$ cat src/rtl/hs_req_sender.sv
// hs_req_sender: transmitting end of a four-phase req/ack handshake.
// A local word is captured on acceptance and held on req_data. req is raised,
// the remote ack is synchronised into clk, and the return-to-zero phase is
// completed before done pulses. If ack never rises, err pulses and the sender
// waits in RECOVER for any late ack to fall.
module hs_req_sender #(
  parameter int DATA_WIDTH     = 8,
  parameter int SYNC_STAGES    = 2,   // legal range 2..4
  parameter int TIMEOUT_CYCLES = 255  // 0 disables the ack-rise timeout
) (
  input  logic                  clk,
  input  logic                  n_rst,      // synchronous, active-high
  input  logic                  tx_valid,
  input  logic [DATA_WIDTH-1:0] tx_data,
  output logic                  tx_ready,
  input  logic                  async_ack,
  output logic                  req,
  output logic [DATA_WIDTH-1:0] req_data,
  output logic                  busy,
  output logic                  done,
  output logic                  err
);

  // Counter is cleared on entry to REQ_HI and stops at TIMEOUT_CYCLES-1,
  // so it never needs more than clog2(TIMEOUT_CYCLES+1) bits.
  localparam int CNT_W = (TIMEOUT_CYCLES > 0) ? $clog2(TIMEOUT_CYCLES + 1) : 1;
  localparam logic [CNT_W-1:0] CNT_LAST =
      CNT_W'((TIMEOUT_CYCLES > 0) ? (TIMEOUT_CYCLES - 1) : 0);
  localparam logic TIMEOUT_EN = (TIMEOUT_CYCLES != 0);

  typedef enum logic [1:0] {
    ST_IDLE    = 2'd0,
    ST_REQ_HI  = 2'd1,
    ST_ACK_LO  = 2'd2,
    ST_RECOVER = 2'd3
  } state_t;

  state_t                  state_q, state_d;
  logic [SYNC_STAGES-1:0]  sync_q;
  logic [CNT_W-1:0]        cnt_q, cnt_d;
  logic                    req_q, req_d;
  logic [DATA_WIDTH-1:0]   req_data_q, req_data_d;
  logic                    done_q, done_d;
  logic                    err_q, err_d;

  logic ack_s;
  logic accept;
  logic timeout_hit;

  // Only the last synchroniser stage is ever looked at by the FSM.
  assign ack_s       = sync_q[SYNC_STAGES-1];
  assign accept      = tx_valid & tx_ready;
  assign timeout_hit = TIMEOUT_EN & (cnt_q == CNT_LAST);

  // Ack synchroniser: async_ack shifts in at stage 0 and reaches ack_s after SYNC_STAGES edges.
  always_ff @(posedge clk) begin
    if (n_rst) begin
      sync_q <= '0;
    end else begin
      sync_q <= {sync_q[SYNC_STAGES-2:0], async_ack};
    end
  end

  // State and datapath registers; reset drops req on the very next edge.
  always_ff @(posedge clk) begin
    if (n_rst) begin
      state_q    <= ST_IDLE;
      cnt_q      <= '0;
      req_q      <= 1'b0;
      req_data_q <= '0;
      done_q     <= 1'b0;
      err_q      <= 1'b0;
    end else begin
      state_q    <= state_d;
      cnt_q      <= cnt_d;
      req_q      <= req_d;
      req_data_q <= req_data_d;
      done_q     <= done_d;
      err_q      <= err_d;
    end
  end

  // Next-state logic: an ack seen on the final count wins over the timeout.
  always_comb begin
    state_d = state_q;
    unique case (state_q)
      ST_IDLE: begin
        if (accept) state_d = ST_REQ_HI;
      end
      ST_REQ_HI: begin
        if (ack_s)            state_d = ST_ACK_LO;
        else if (timeout_hit) state_d = ST_RECOVER;
      end
      ST_ACK_LO: begin
        if (!ack_s) state_d = ST_IDLE;
      end
      ST_RECOVER: begin
        if (!ack_s) state_d = ST_IDLE;
      end
      default: state_d = ST_IDLE;
    endcase
  end

  // Datapath next values: capture word on acceptance, count while waiting, one-cycle pulses.
  always_comb begin
    cnt_d      = cnt_q;
    req_data_d = req_data_q;
    done_d     = 1'b0;
    err_d      = 1'b0;
    req_d      = (state_d == ST_REQ_HI);
    unique case (state_q)
      ST_IDLE: begin
        if (accept) begin
          req_data_d = tx_data;
          cnt_d      = '0;
        end
      end
      ST_REQ_HI: begin
        if (!ack_s) begin
          if (timeout_hit)     err_d = 1'b1;
          else if (TIMEOUT_EN) cnt_d = cnt_q + 1'b1;
        end
      end
      ST_ACK_LO: begin
        if (!ack_s) done_d = 1'b1;
      end
      default: begin
      end
    endcase
  end

  // Outputs: tx_ready blocked during reset and while a stale ack is still high.
  always_comb begin
    tx_ready = (state_q == ST_IDLE) & ~ack_s & ~n_rst;
    busy     = (state_q != ST_IDLE);
    req      = req_q;
    req_data = req_data_q;
    done     = done_q;
    err      = err_q;
  end

endmodule

$ cat config.mk
export PLATFORM = sky130hd
export DESIGN_NAME = hs_req_sender
export DESIGN_NICKNAME = d
export VERILOG_FILES = /design/src/rtl/hs_req_sender.sv
export SDC_FILE = /design/constraint.sdc
export NUM_CORES = 1
export LEC_CHECK = 0
export BUFFER_PORTS_ARGS = -buffer_cell sky130_fd_sc_hd__clkbuf_2
export CORE_MARGIN = 4
export CORE_UTILIZATION = 41
export CTS_BUF_LIST = sky130_fd_sc_hd__clkbuf_4 sky130_fd_sc_hd__clkbuf_8
export DETAILED_ROUTE_END_ITERATION = 10
export MAX_ROUTING_LAYER = met4
export PLACE_DENSITY = 0.73
export SYNTH_ARGS = -nofsm -noshare
export SYNTH_HDL_FRONTEND = slang
export SYNTH_SLANG_ARGS = --single-unit
$ cat constraint.sdc
create_clock -name clk -period 2.2 [get_ports clk]
set_clock_uncertainty 0.2 [all_clocks]
set_input_delay 0.11 -clock clk [delete_from_list [all_inputs] [get_ports clk]]
set_output_delay 0.11 -clock clk [all_outputs]
set_load 0.02 [all_outputs]
==> flow_summary.html, run 1 <==
<table>
<tr><th>Metric</th><th>Value</th></tr>
<tr><th colspan="2">Global route</th></tr>
<tr><td>Global routing usage summed across all routing layers</td><td>0.146</td></tr>
<tr><td>Maximum number of pins on one net before global-route repair</td><td>14</td></tr>
<tr><td>Total congestion overflow</td><td>0</td></tr>
<tr><td>Via count of the first global-routing pass</td><td>870</td></tr>
<tr><td>Global-route wire length before repair</td><td>3720 um</td></tr>
<tr><td>Antenna violations before repair</td><td>0</td></tr>
<tr><th colspan="2">Critical path</th></tr>
<tr><td>Worst Setup Path Type</td><td>in2out</td></tr>
<tr><td>Setup crit start kind</td><td>primary input</td></tr>
<tr><td>Critical path endpoint category</td><td>primary output</td></tr>
<tr><td>Data required time of the worst path</td><td>1.89 ns</td></tr>
<tr><td>CP arrival</td><td>1.68 ns</td></tr>
<tr><td>Critical path peak fanout</td><td>8</td></tr>
<tr><th colspan="2">Drt</th></tr>
<tr><td>1st-pass router iterations</td><td>4</td></tr>
<tr><td>Avg Vias per Cell</td><td>5.36</td></tr>
<tr><td>Remaining antenna violation count</td><td>0</td></tr>
<tr><td>Count of routing violations after the opening detailed-route iteration</td><td>23</td></tr>
<tr><td>Wirelength, routed</td><td>2300 um</td></tr>
<tr><td>Overall via count from detail_route</td><td>927</td></tr>
<tr><td>Number of DRC violations after detailed routing</td><td>0</td></tr>
<tr><td>Avg WL per Cell</td><td>13.3 um</td></tr>
<tr><th colspan="2">Synth</th></tr>
<tr><td>Mean Syn Cell Area</td><td>8.97 um2</td></tr>
<tr><td>Multiplexer share of the synthesized area</td><td>0.0201</td></tr>
<tr><td>Simple logic cell fraction of the synthesized area</td><td>0.268</td></tr>
<tr><td>Fraction of the mapped netlist area in compound gates</td><td>0.177</td></tr>
<tr><td>Net count after synthesis</td><td>125</td></tr>
<tr><td>Biggest area consumer among synthesized cells</td><td>sky130_fd_sc_hd__dfxtp_1</td></tr>
<tr><td>Largest cells by area after synthesis</td><td>sky130_fd_sc_hd__dfxtp_1 46%, sky130_fd_sc_hd__a21oi_1 8.0%, sky130_fd_sc_hd__nand3_1 5.5%, sky130_fd_sc_hd__nand2_1 4.5%, sky130_fd_sc_hd__ha_1 2.5%</td></tr>
<tr><td>Post-synthesis xor/xnor area fraction</td><td>0</td></tr>
<tr><td>Prevailing post-synth register cell</td><td>sky130_fd_sc_hd__dfxtp_1</td></tr>
<tr><td>Share of synthesized flip-flops with an asynchronous set or reset</td><td>0</td></tr>
<tr><td>Unique masters post-synth</td><td>32</td></tr>
<tr><td>Cells after Synth</td><td>111</td></tr>
<tr><td>Share of the synthesized area in the top cell type</td><td>0.462</td></tr>
<tr><td>Post-synthesis instance area</td><td>996 um2</td></tr>
<tr><td>EDFF count, synth</td><td>0</td></tr>
<tr><td>Adder and majority cell fraction of the synthesized area</td><td>0.0251</td></tr>
<tr><td>Flops &amp; latches, synth</td><td>23</td></tr>
<tr><td>Dominant combinational cell family by area after synthesis</td><td>simple AND/OR/NAND/NOR gates</td></tr>
<tr><td>Synthesis warning total</td><td>0</td></tr>
<tr><td>Sequential area share after synthesis</td><td>0.462</td></tr>
<tr><th colspan="2">Die</th></tr>
<tr><td>Core Box Area</td><td>2250 um2</td></tr>
<tr><td>Number of rows created at floorplan</td><td>17</td></tr>
<tr><td>Boundary Pins</td><td>25</td></tr>
<tr><td>Die extent in y</td><td>57.3 um</td></tr>
<tr><td>Horizontal die dimension</td><td>57.3 um</td></tr>
<tr><td>Effective utilization at floorplan</td><td>0.442</td></tr>
<tr><td>Die area</td><td>3280 um2</td></tr>
<tr><th colspan="2">Timing</th></tr>
<tr><td>Total negative setup slack</td><td>0 ns</td></tr>
<tr><td>Worst Tran Pin Value</td><td>0.705 ns</td></tr>
<tr><td>Fin crit period</td><td>1.99 ns</td></tr>
<tr><td>Minimum hold slack</td><td>0.0135 ns</td></tr>
<tr><td>Share of the clock period used by the worst path</td><td>0.907</td></tr>
<tr><td>Final setup viols</td><td>0</td></tr>
<tr><td>Pins Over Slew Limit</td><td>0</td></tr>
<tr><td>Count of final hold-check violations</td><td>0</td></tr>
<tr><td>Max Fclk</td><td>501 MHz</td></tr>
<tr><td>Slew Limit Headroom</td><td>0.528</td></tr>
<tr><td>RSZ-0062 raised after global routing</td><td>no</td></tr>
<tr><th colspan="2">Place</th></tr>
<tr><td>Placed Cells incl. Taps</td><td>159</td></tr>
<tr><td>Placed wire-length estimate</td><td>1570 um</td></tr>
<tr><td>Quantity of I/O buffers inserted on ports</td><td>24</td></tr>
<tr><td>Routability congestion estimate from global placement</td><td>0.826</td></tr>
<tr><th colspan="2">Clock network</th></tr>
<tr><td>Number of buffers inserted during clock tree synthesis</td><td>3</td></tr>
<tr><td>TritonCTS Sinks</td><td>23</td></tr>
<tr><td>Number of setup buffers added after CTS</td><td>0</td></tr>
<tr><td>Insertion delay to the later sink of the worst-skew pair</td><td>0.31 ns</td></tr>
<tr><td>Cell at the root of the clock tree</td><td>sky130_fd_sc_hd__clkbuf_4</td></tr>
<tr><td>Number of buffers between clock root and the deepest sink</td><td>2</td></tr>
<tr><td>CTS tree</td><td>yes</td></tr>
<tr><td>H-Tree Level Count</td><td>1</td></tr>
<tr><td>Clk pin slew, worst setup/hold paths</td><td>0.13 ns</td></tr>
<tr><th colspan="2">Pwr</th></tr>
<tr><td>Static leakage</td><td>0.499 nW</td></tr>
<tr><td>Maximum resistive drop on vdd</td><td>0.471 mV</td></tr>
<tr><td>Overall power of the completed layout</td><td>0.000750 W</td></tr>
<tr><td>PwrDens</td><td>589 nW/um2</td></tr>
<tr><th colspan="2">Layout</th></tr>
<tr><td>Non-Filler Instances</td><td>173</td></tr>
<tr><td>Number of diodes</td><td>0</td></tr>
<tr><td>Final net count</td><td>160</td></tr>
<tr><td>Most common library cell in the layout ignoring fill and taps</td><td>sky130_fd_sc_hd__clkbuf_2</td></tr>
<tr><td>Area growth syn-to-layout</td><td>27.8%</td></tr>
<tr><td>Most frequent cells in the layout</td><td>24 x sky130_fd_sc_hd__clkbuf_2, 23 x sky130_fd_sc_hd__dfxtp_1, 16 x sky130_fd_sc_hd__a21oi_1</td></tr>
<tr><td>Ratio of cells with drive above 1 in the final layout</td><td>0.262</td></tr>
<tr><td>Total of fill cells in the finished design</td><td>221</td></tr>
<tr><th colspan="2">Worst hold path</th></tr>
<tr><td>Worst min-delay path class</td><td>in2reg</td></tr>
<tr><th colspan="2">Job</th></tr>
<tr><td>Number of maximum-capacitance constraint violations</td><td>0</td></tr>
<tr><th colspan="2">Run status</th></tr>
<tr><td>Result of the run</td><td>finished, final reports clean</td></tr>
</table>
[through the flow]
stage,utilization,cell area [um2],worst slack (ns)
floorplan,-,996,0.560
global placement,0.504,1140,0.435
detailed placement,0.504,1140,0.380
CTS,0.560,1260,0.0703
global route,0.564,1270,0.0960
finish,0.564,1270,0.206
[final timing paths]
check,cells after the start,from,slack (ns),endpoint
setup / recovery,5,n_rst,0.21,tx_ready
hold / removal,3,tx_valid,0.01,req_data[6]
setup reg to reg,4,state_q[0],0.25,cnt_q[0]
hold reg to reg,1,sync_q[0],0.26,sync_q[1]
[flip-flops by register name, indices dropped and copies added, names as in the netlist]
register  cells
err           1
done          1
cnt_q         8
sync_q        2
req_data      8
state_q       2
req           1
[routing by layer]
| metal | global-route usage | vias up | wire length, um |
|---|---|---|---|
| li1 | - | 468 | - |
| met1 | 0.177 | 425 | 1030 |
| met2 | 0.237 | 27 | 1110 |
| met3 | 0.0158 | 7 | 104 |
| met4 | 0.0762 | 0 | 51 |
| met5 | - | - | 0 |
[critical path: stages]
cell and delay (ns):
sky130_fd_sc_hd__dlygate4sd3_1 0.54, sky130_fd_sc_hd__clkbuf_2 0.21, sky130_fd_sc_hd__nor4_4 0.41, sky130_fd_sc_hd__buf_4 0.23, sky130_fd_sc_hd__clkbuf_2 0.17
[kinds of logic after synthesis]
| group | count (synthesis) |
|---|---|
| AOI/OAI and AO/OA | 29 |
| adders and majority gates | 2 |
| buffers and inverters | 9 |
| DFF | 23 |
| muxes | 2 |
| and+or+nand+nor | 46 |
[cell usage after synthesis (2+ instances only)]
cell	number
sky130_fd_sc_hd__dfxtp_1	23
sky130_fd_sc_hd__a21oi_1	16
sky130_fd_sc_hd__nand2_1	12
sky130_fd_sc_hd__nand3_1	11
sky130_fd_sc_hd__o21ai_0	5
sky130_fd_sc_hd__inv_1	3
sky130_fd_sc_hd__nor2b_1	3
sky130_fd_sc_hd__nor4_1	3
sky130_fd_sc_hd__o31ai_1	3
sky130_fd_sc_hd__or4_1	3
sky130_fd_sc_hd__buf_2	2
sky130_fd_sc_hd__clkbuf_1	2
sky130_fd_sc_hd__ha_1	2
sky130_fd_sc_hd__mux2i_1	2
sky130_fd_sc_hd__nand4_1	2
sky130_fd_sc_hd__or2_2	2
sky130_fd_sc_hd__or3_1	2
[where the power goes]
group	total (W)	internal (W)	switching [W]
clock	0.000194	0.0000679	0.000126
combinational	0.000111	0.0000489	0.0000617
sequential	0.000445	0.000431	0.0000146
[cell type report]
type | count | area [um2] | share of cell area
Timing Repair Buffer | 36 | 235 | 0.185
Clock inverter | 1 | 5.00 | 0.00393
Clock buffer | 3 | 22.5 | 0.0177
Tap cell | 28 | 35.0 | 0.0275
Inverter | 3 | 11.3 | 0.00885
Multi-Input combinational cell | 79 | 503 | 0.395
Sequential cell | 23 | 460 | 0.362
[what timing repair did]
action | 4_1_cts | 5_1_grt
hold buffers | 10 | 0
gates resized for setup | 0 | 1
setup endpoints to repair | 0 | 1
endpoints found under the hold margin | 14 | 0
Power figures use the tool's default switching activity.
==> run 2: changes to the inputs <==
- ABC_AREA: unset -> 1
==> flow_summary.html, run 2 <==
<table>
<tr><th>Metric</th><th>Value</th></tr>
<tr><th colspan="2">Critical path</th></tr>
<tr><td>Logic depth of the worst register-to-register path</td><td>11 (+7)</td></tr>
<tr><td>Crit-path cells</td><td>inv_1 &gt; ha_1 &gt; nand2_2 &gt; nor2_2 &gt; nand2_1 &gt; nand2_1 &gt; nor2_2 &gt; nand2_1 &gt; nand2_1 &gt; inv_1 &gt; nor2_1</td></tr>
<tr><td>Worst setup endpoint</td><td>cnt_q[5]</td></tr>
<tr><td>CP arrival</td><td>1.92 ns (+0.24 ns)</td></tr>
<tr><td>Worst Setup Path Type</td><td>reg2reg</td></tr>
<tr><td>Setup crit start kind</td><td>flip-flop</td></tr>
<tr><td>Critical path peak fanout</td><td>11 (+3)</td></tr>
<tr><td>Setup crit start</td><td>cnt_q[0]</td></tr>
<tr><td>Buf+Inv Stages, Crit Path</td><td>2 (-2)</td></tr>
<tr><td>Standard cell with the maximum stage delay on the critical path</td><td>sky130_fd_sc_hd__dfxtp_1</td></tr>
<tr><td>Worst R2R End</td><td>cnt_q[5]</td></tr>
<tr><td>CP max stage delay</td><td>0.39 ns (-0.15 ns)</td></tr>
<tr><td>Critical path endpoint category</td><td>flip-flop</td></tr>
<tr><td>Worst R2R Setup Slack</td><td>0.33 ns (+0.08 ns)</td></tr>
<tr><td>Data required time of the worst path</td><td>2.25 ns (+0.36 ns)</td></tr>
<tr><td>Family with the most delay on the worst path</td><td>simple AND/OR/NAND/NOR gates</td></tr>
<tr><td>Launch point of the worst reg-to-reg path</td><td>cnt_q[0]</td></tr>
<tr><td>Depth of the critical timing path with buffers and inverters included</td><td>11 (+6)</td></tr>
<tr><td>Most used cell, CP</td><td>sky130_fd_sc_hd__nand2_1</td></tr>
<tr><th colspan="2">Pwr</th></tr>
<tr><td>Register share of total power</td><td>0.574 (-0.020)</td></tr>
<tr><td>Maximum resistive drop on vdd</td><td>0.326 mV (-31%)</td></tr>
<tr><td>Internal power summed over all cells</td><td>0.000551 W (+0.69%)</td></tr>
<tr><td>Static leakage</td><td>0.549 nW (+10%)</td></tr>
<tr><td>Share of total power consumed by net switching</td><td>0.288 (+0.0177)</td></tr>
<tr><td>PwrDens</td><td>592 nW/um2 (+0.53%)</td></tr>
<tr><td>Switching Power</td><td>0.000222 W (+10%)</td></tr>
<tr><td>Proportion of power drawn by combinational gates</td><td>0.178 (+0.030)</td></tr>
<tr><td>Portion of total power attributed to the clock network</td><td>0.248 (-0.011)</td></tr>
<tr><th colspan="2">Die</th></tr>
<tr><td>Effective utilization at floorplan</td><td>0.429 (-0.0129)</td></tr>
<tr><td>Horizontal die dimension</td><td>58.9 um (+2.8%)</td></tr>
<tr><td>Die extent in y</td><td>58.9 um (+2.8%)</td></tr>
<tr><td>Core Box Area</td><td>2480 um2 (+9.9%)</td></tr>
<tr><td>Number of rows created at floorplan</td><td>18 (+1)</td></tr>
<tr><td>Die area</td><td>3470 um2 (+5.7%)</td></tr>
<tr><td>Boundary Pins</td><td>25 (unchanged)</td></tr>
<tr><th colspan="2">Drt</th></tr>
<tr><td>Count of routing violations after the opening detailed-route iteration</td><td>12 (-48%)</td></tr>
<tr><td>Routed length on met3</td><td>69 um (-34%)</td></tr>
<tr><td>Number of DRC violations after detailed routing</td><td>0 (unchanged)</td></tr>
<tr><td>Remaining antenna violation count</td><td>0 (unchanged)</td></tr>
<tr><td>1st-pass router iterations</td><td>4 (unchanged)</td></tr>
<tr><td>Avg Vias per Cell</td><td>4.87 (-9.1%)</td></tr>
<tr><td>Total length of routed met2 wires</td><td>1280 um (+16%)</td></tr>
<tr><td>Highest routed layer</td><td>met4</td></tr>
<tr><td>Metal-1 WL</td><td>1010 um (-1.8%)</td></tr>
<tr><td>Overall via count from detail_route</td><td>989 (+6.7%)</td></tr>
<tr><td>Wirelength, routed</td><td>2420 um (+5.4%)</td></tr>
<tr><td>Avg WL per Cell</td><td>11.9 um (-10%)</td></tr>
<tr><th colspan="2">Synth</th></tr>
<tr><td>Unique masters post-synth</td><td>25 (-22%)</td></tr>
<tr><td>Cells after Synth</td><td>140 (+26%)</td></tr>
<tr><td>Post-synthesis instance area</td><td>1060 um2 (+6.7%)</td></tr>
<tr><td>Mean Syn Cell Area</td><td>7.59 um2 (-15%)</td></tr>
<tr><td>Share of the synthesized area in the top cell type</td><td>0.433 (-0.0289)</td></tr>
<tr><td>Sequential area share after synthesis</td><td>0.433 (-0.0289)</td></tr>
<tr><td>EDFF count, synth</td><td>0 (unchanged)</td></tr>
<tr><td>Biggest area consumer among synthesized cells</td><td>sky130_fd_sc_hd__dfxtp_1</td></tr>
<tr><td>Share of synthesized flip-flops with an asynchronous set or reset</td><td>0 (unchanged)</td></tr>
<tr><td>Largest cells by area after synthesis</td><td>sky130_fd_sc_hd__dfxtp_1 43%, sky130_fd_sc_hd__nand2_1 11%, sky130_fd_sc_hd__a21oi_1 7.5%, sky130_fd_sc_hd__nand3_1 5.7%, sky130_fd_sc_hd__nor2_1 5.3%</td></tr>
<tr><td>Net count after synthesis</td><td>154 (+23%)</td></tr>
<tr><td>Synthesis warning total</td><td>0 (unchanged)</td></tr>
<tr><td>Flops &amp; latches, synth</td><td>23 (unchanged)</td></tr>
<tr><td>Prevailing post-synth register cell</td><td>sky130_fd_sc_hd__dfxtp_1</td></tr>
<tr><td>Leading post-synthesis cells by instance count</td><td>32 x sky130_fd_sc_hd__nand2_1, 23 x sky130_fd_sc_hd__dfxtp_1, 16 x sky130_fd_sc_hd__a21oi_1, 15 x sky130_fd_sc_hd__nor2_1</td></tr>
<tr><td>Dominant cell by count in the synthesized netlist</td><td>sky130_fd_sc_hd__nand2_1</td></tr>
<tr><th colspan="2">Global route</th></tr>
<tr><td>Maximum number of pins on one net before global-route repair</td><td>18 (+4)</td></tr>
<tr><td>Global-route wire length before repair</td><td>3990 um (+7.2%)</td></tr>
<tr><td>Global routing usage summed across all routing layers</td><td>0.155 (+0.00932)</td></tr>
<tr><td>Antenna violations before repair</td><td>0 (unchanged)</td></tr>
<tr><td>Via count of the first global-routing pass</td><td>899 (+3.3%)</td></tr>
<tr><td>Total congestion overflow</td><td>0 (unchanged)</td></tr>
<tr><th colspan="2">Clock network</th></tr>
<tr><td>Cell at the root of the clock tree</td><td>sky130_fd_sc_hd__clkbuf_4</td></tr>
<tr><td>H-Tree Level Count</td><td>1 (unchanged)</td></tr>
<tr><td>Number of buffers inserted during clock tree synthesis</td><td>3 (unchanged)</td></tr>
<tr><td>Number of setup buffers added after CTS</td><td>0 (unchanged)</td></tr>
<tr><td>Number of buffers between clock root and the deepest sink</td><td>2 (unchanged)</td></tr>
<tr><td>Clk pin slew, worst setup/hold paths</td><td>0.13 ns (about the same)</td></tr>
<tr><td>CTS tree</td><td>yes</td></tr>
<tr><td>Insertion delay to the later sink of the worst-skew pair</td><td>0.30 ns (about the same)</td></tr>
<tr><td>TritonCTS Sinks</td><td>23 (unchanged)</td></tr>
<tr><th colspan="2">Timing</th></tr>
<tr><td>Slack of the critical path</td><td>0.334 ns (+0.128 ns)</td></tr>
<tr><td>Share of the clock period used by the worst path</td><td>0.848 (-0.0584)</td></tr>
<tr><td>Fin crit period</td><td>1.87 ns (-0.128 ns)</td></tr>
<tr><td>Slew Limit Headroom</td><td>0.680 (+0.152)</td></tr>
<tr><td>Worst Tran Pin Value</td><td>0.479 ns (-0.226 ns)</td></tr>
<tr><td>Count of final hold-check violations</td><td>0 (unchanged)</td></tr>
<tr><td>Total negative setup slack</td><td>0 ns (unchanged)</td></tr>
<tr><td>RSZ-0062 raised after global routing</td><td>no</td></tr>
<tr><td>Final setup viols</td><td>0 (unchanged)</td></tr>
<tr><td>Pins Over Slew Limit</td><td>0 (unchanged)</td></tr>
<tr><td>Max Fclk</td><td>536 MHz (+6.9%)</td></tr>
<tr><th colspan="2">Layout</th></tr>
<tr><td>Non-Filler Instances</td><td>203 (+17%)</td></tr>
<tr><td>Most frequent cells in the layout</td><td>32 x sky130_fd_sc_hd__nand2_1, 24 x sky130_fd_sc_hd__clkbuf_2, 23 x sky130_fd_sc_hd__dfxtp_1</td></tr>
<tr><td>Ratio of cells with drive above 1 in the final layout</td><td>0.254 (-0.00773)</td></tr>
<tr><td>Most common library cell in the layout ignoring fill and taps</td><td>sky130_fd_sc_hd__nand2_1</td></tr>
<tr><td>Final net count</td><td>188 (+18%)</td></tr>
<tr><td>Number of diodes</td><td>0 (unchanged)</td></tr>
<tr><td>Area growth syn-to-layout</td><td>23.0%</td></tr>
<tr><td>Total of fill cells in the finished design</td><td>245 (+11%)</td></tr>
<tr><th colspan="2">Place</th></tr>
<tr><td>Quantity of I/O buffers inserted on ports</td><td>24 (unchanged)</td></tr>
<tr><td>Placed Cells incl. Taps</td><td>190 (+19%)</td></tr>
<tr><td>Worst slack at placement</td><td>0.376 ns (-0.00399 ns)</td></tr>
<tr><td>Placed wire-length estimate</td><td>1670 um (+6.2%)</td></tr>
<tr><td>Routability congestion estimate from global placement</td><td>0.818 (-0.97%)</td></tr>
<tr><th colspan="2">Worst hold path</th></tr>
<tr><td>Worst min-delay path class</td><td>in2reg</td></tr>
<tr><th colspan="2">Run status</th></tr>
<tr><td>Result of the run</td><td>finished, final reports clean</td></tr>
<tr><th colspan="2">Job</th></tr>
<tr><td>Number of maximum-capacitance constraint violations</td><td>0 (unchanged)</td></tr>
</table>
==> run 2: cell count changes in the layout (fill, tap and decap cells not counted), moves of 4 or more <==
cell,change
sky130_fd_sc_hd__nand2_2,+4
sky130_fd_sc_hd__nand2_1,+20
sky130_fd_sc_hd__nor2_1,+14
sky130_fd_sc_hd__inv_1,+9
==> run 2: cells by family after synthesis <==
logic type / Yosys count / share of synthesized area
simple gates: 72 / 0.319
compound gates: 23 / 0.126
buf+inv: 18 / 0.0813
flops: 23 / 0.433
xor+xnor: 2 / 0.0165
fa+ha+maj: 2 / 0.0236
==> run 2: worst register-to-register path: cells and delay by family, from the launching register on <==
kind,cells,cell delay [ns]
adders and majority gates,1,0.20
and+or+nand+nor,8,0.91
buffers and inverters,2,0.11
DFF,1,0.39
==> run 2: final cells by class <==
cell class                 count  area, um2  area share
clock buffer                   3       22.5      0.0172
clock inverter                 1       5.00     0.00383
inverter                      14       55.1      0.0421
multi-input combinational     99        515       0.395
sequential                    23        460       0.352
tap                           30       37.5      0.0287
timing repair buffer          33        210       0.161
==> run 2: how the worst min path moves through the flow <==
stage | start | end | slack [ns] | depth (start not counted)
global placement | async_ack | sync_q[0] | 0.11 | 3
finish | n_rst | cnt_q[4] | 0.01 | 2
detailed placement | async_ack | sync_q[0] | 0.10 | 3
floorplan | async_ack | sync_q[0] | 0.02 | 2
global route | n_rst | cnt_q[2] | 0.04 | 2
CTS | n_rst | req_data[4] | 0.003 | 2
==> run 2: power groups by stage <==
stage	clock network, W	registers [W]	logic (W)
2_1_floorplan	0	0.000461	0.0000846
3_3_place_gp	0	0.000452	0.000120
3_5_place_dp	0	0.000453	0.000123
4_1_cts	0.000202	0.000444	0.000136
5_1_grt	0.000217	0.000446	0.000152
6_report	0.000192	0.000444	0.000138
==> run 2: repair_timing <==
action	in CTS	in global routing
hold buffers	9	0
endpoints found under the hold margin	9	0
gates resized for setup	0	0
==> run 2: layer usage <==
metal | vias up | GRT usage
li1 | 514 | -
met1 | 453 | 0.183
met2 | 18 | 0.260
met3 | 4 | 0.0154
met4 | 0 | 0.0777
met5 | - | -
==> run 2: stage by stage <==
step	power, W	utilization	hold slack [ns]	area [um2]
2_1_floorplan	0.000546	-	0.0170	1060
3_3_place_gp	0.000572	0.480	0.106	1190
3_5_place_dp	0.000576	0.480	0.105	1190
4_1_cts	0.000782	0.527	0.00290	1310
5_1_grt	0.000815	0.527	0.0360	1310
6_report	0.000774	0.527	0.0116	1310
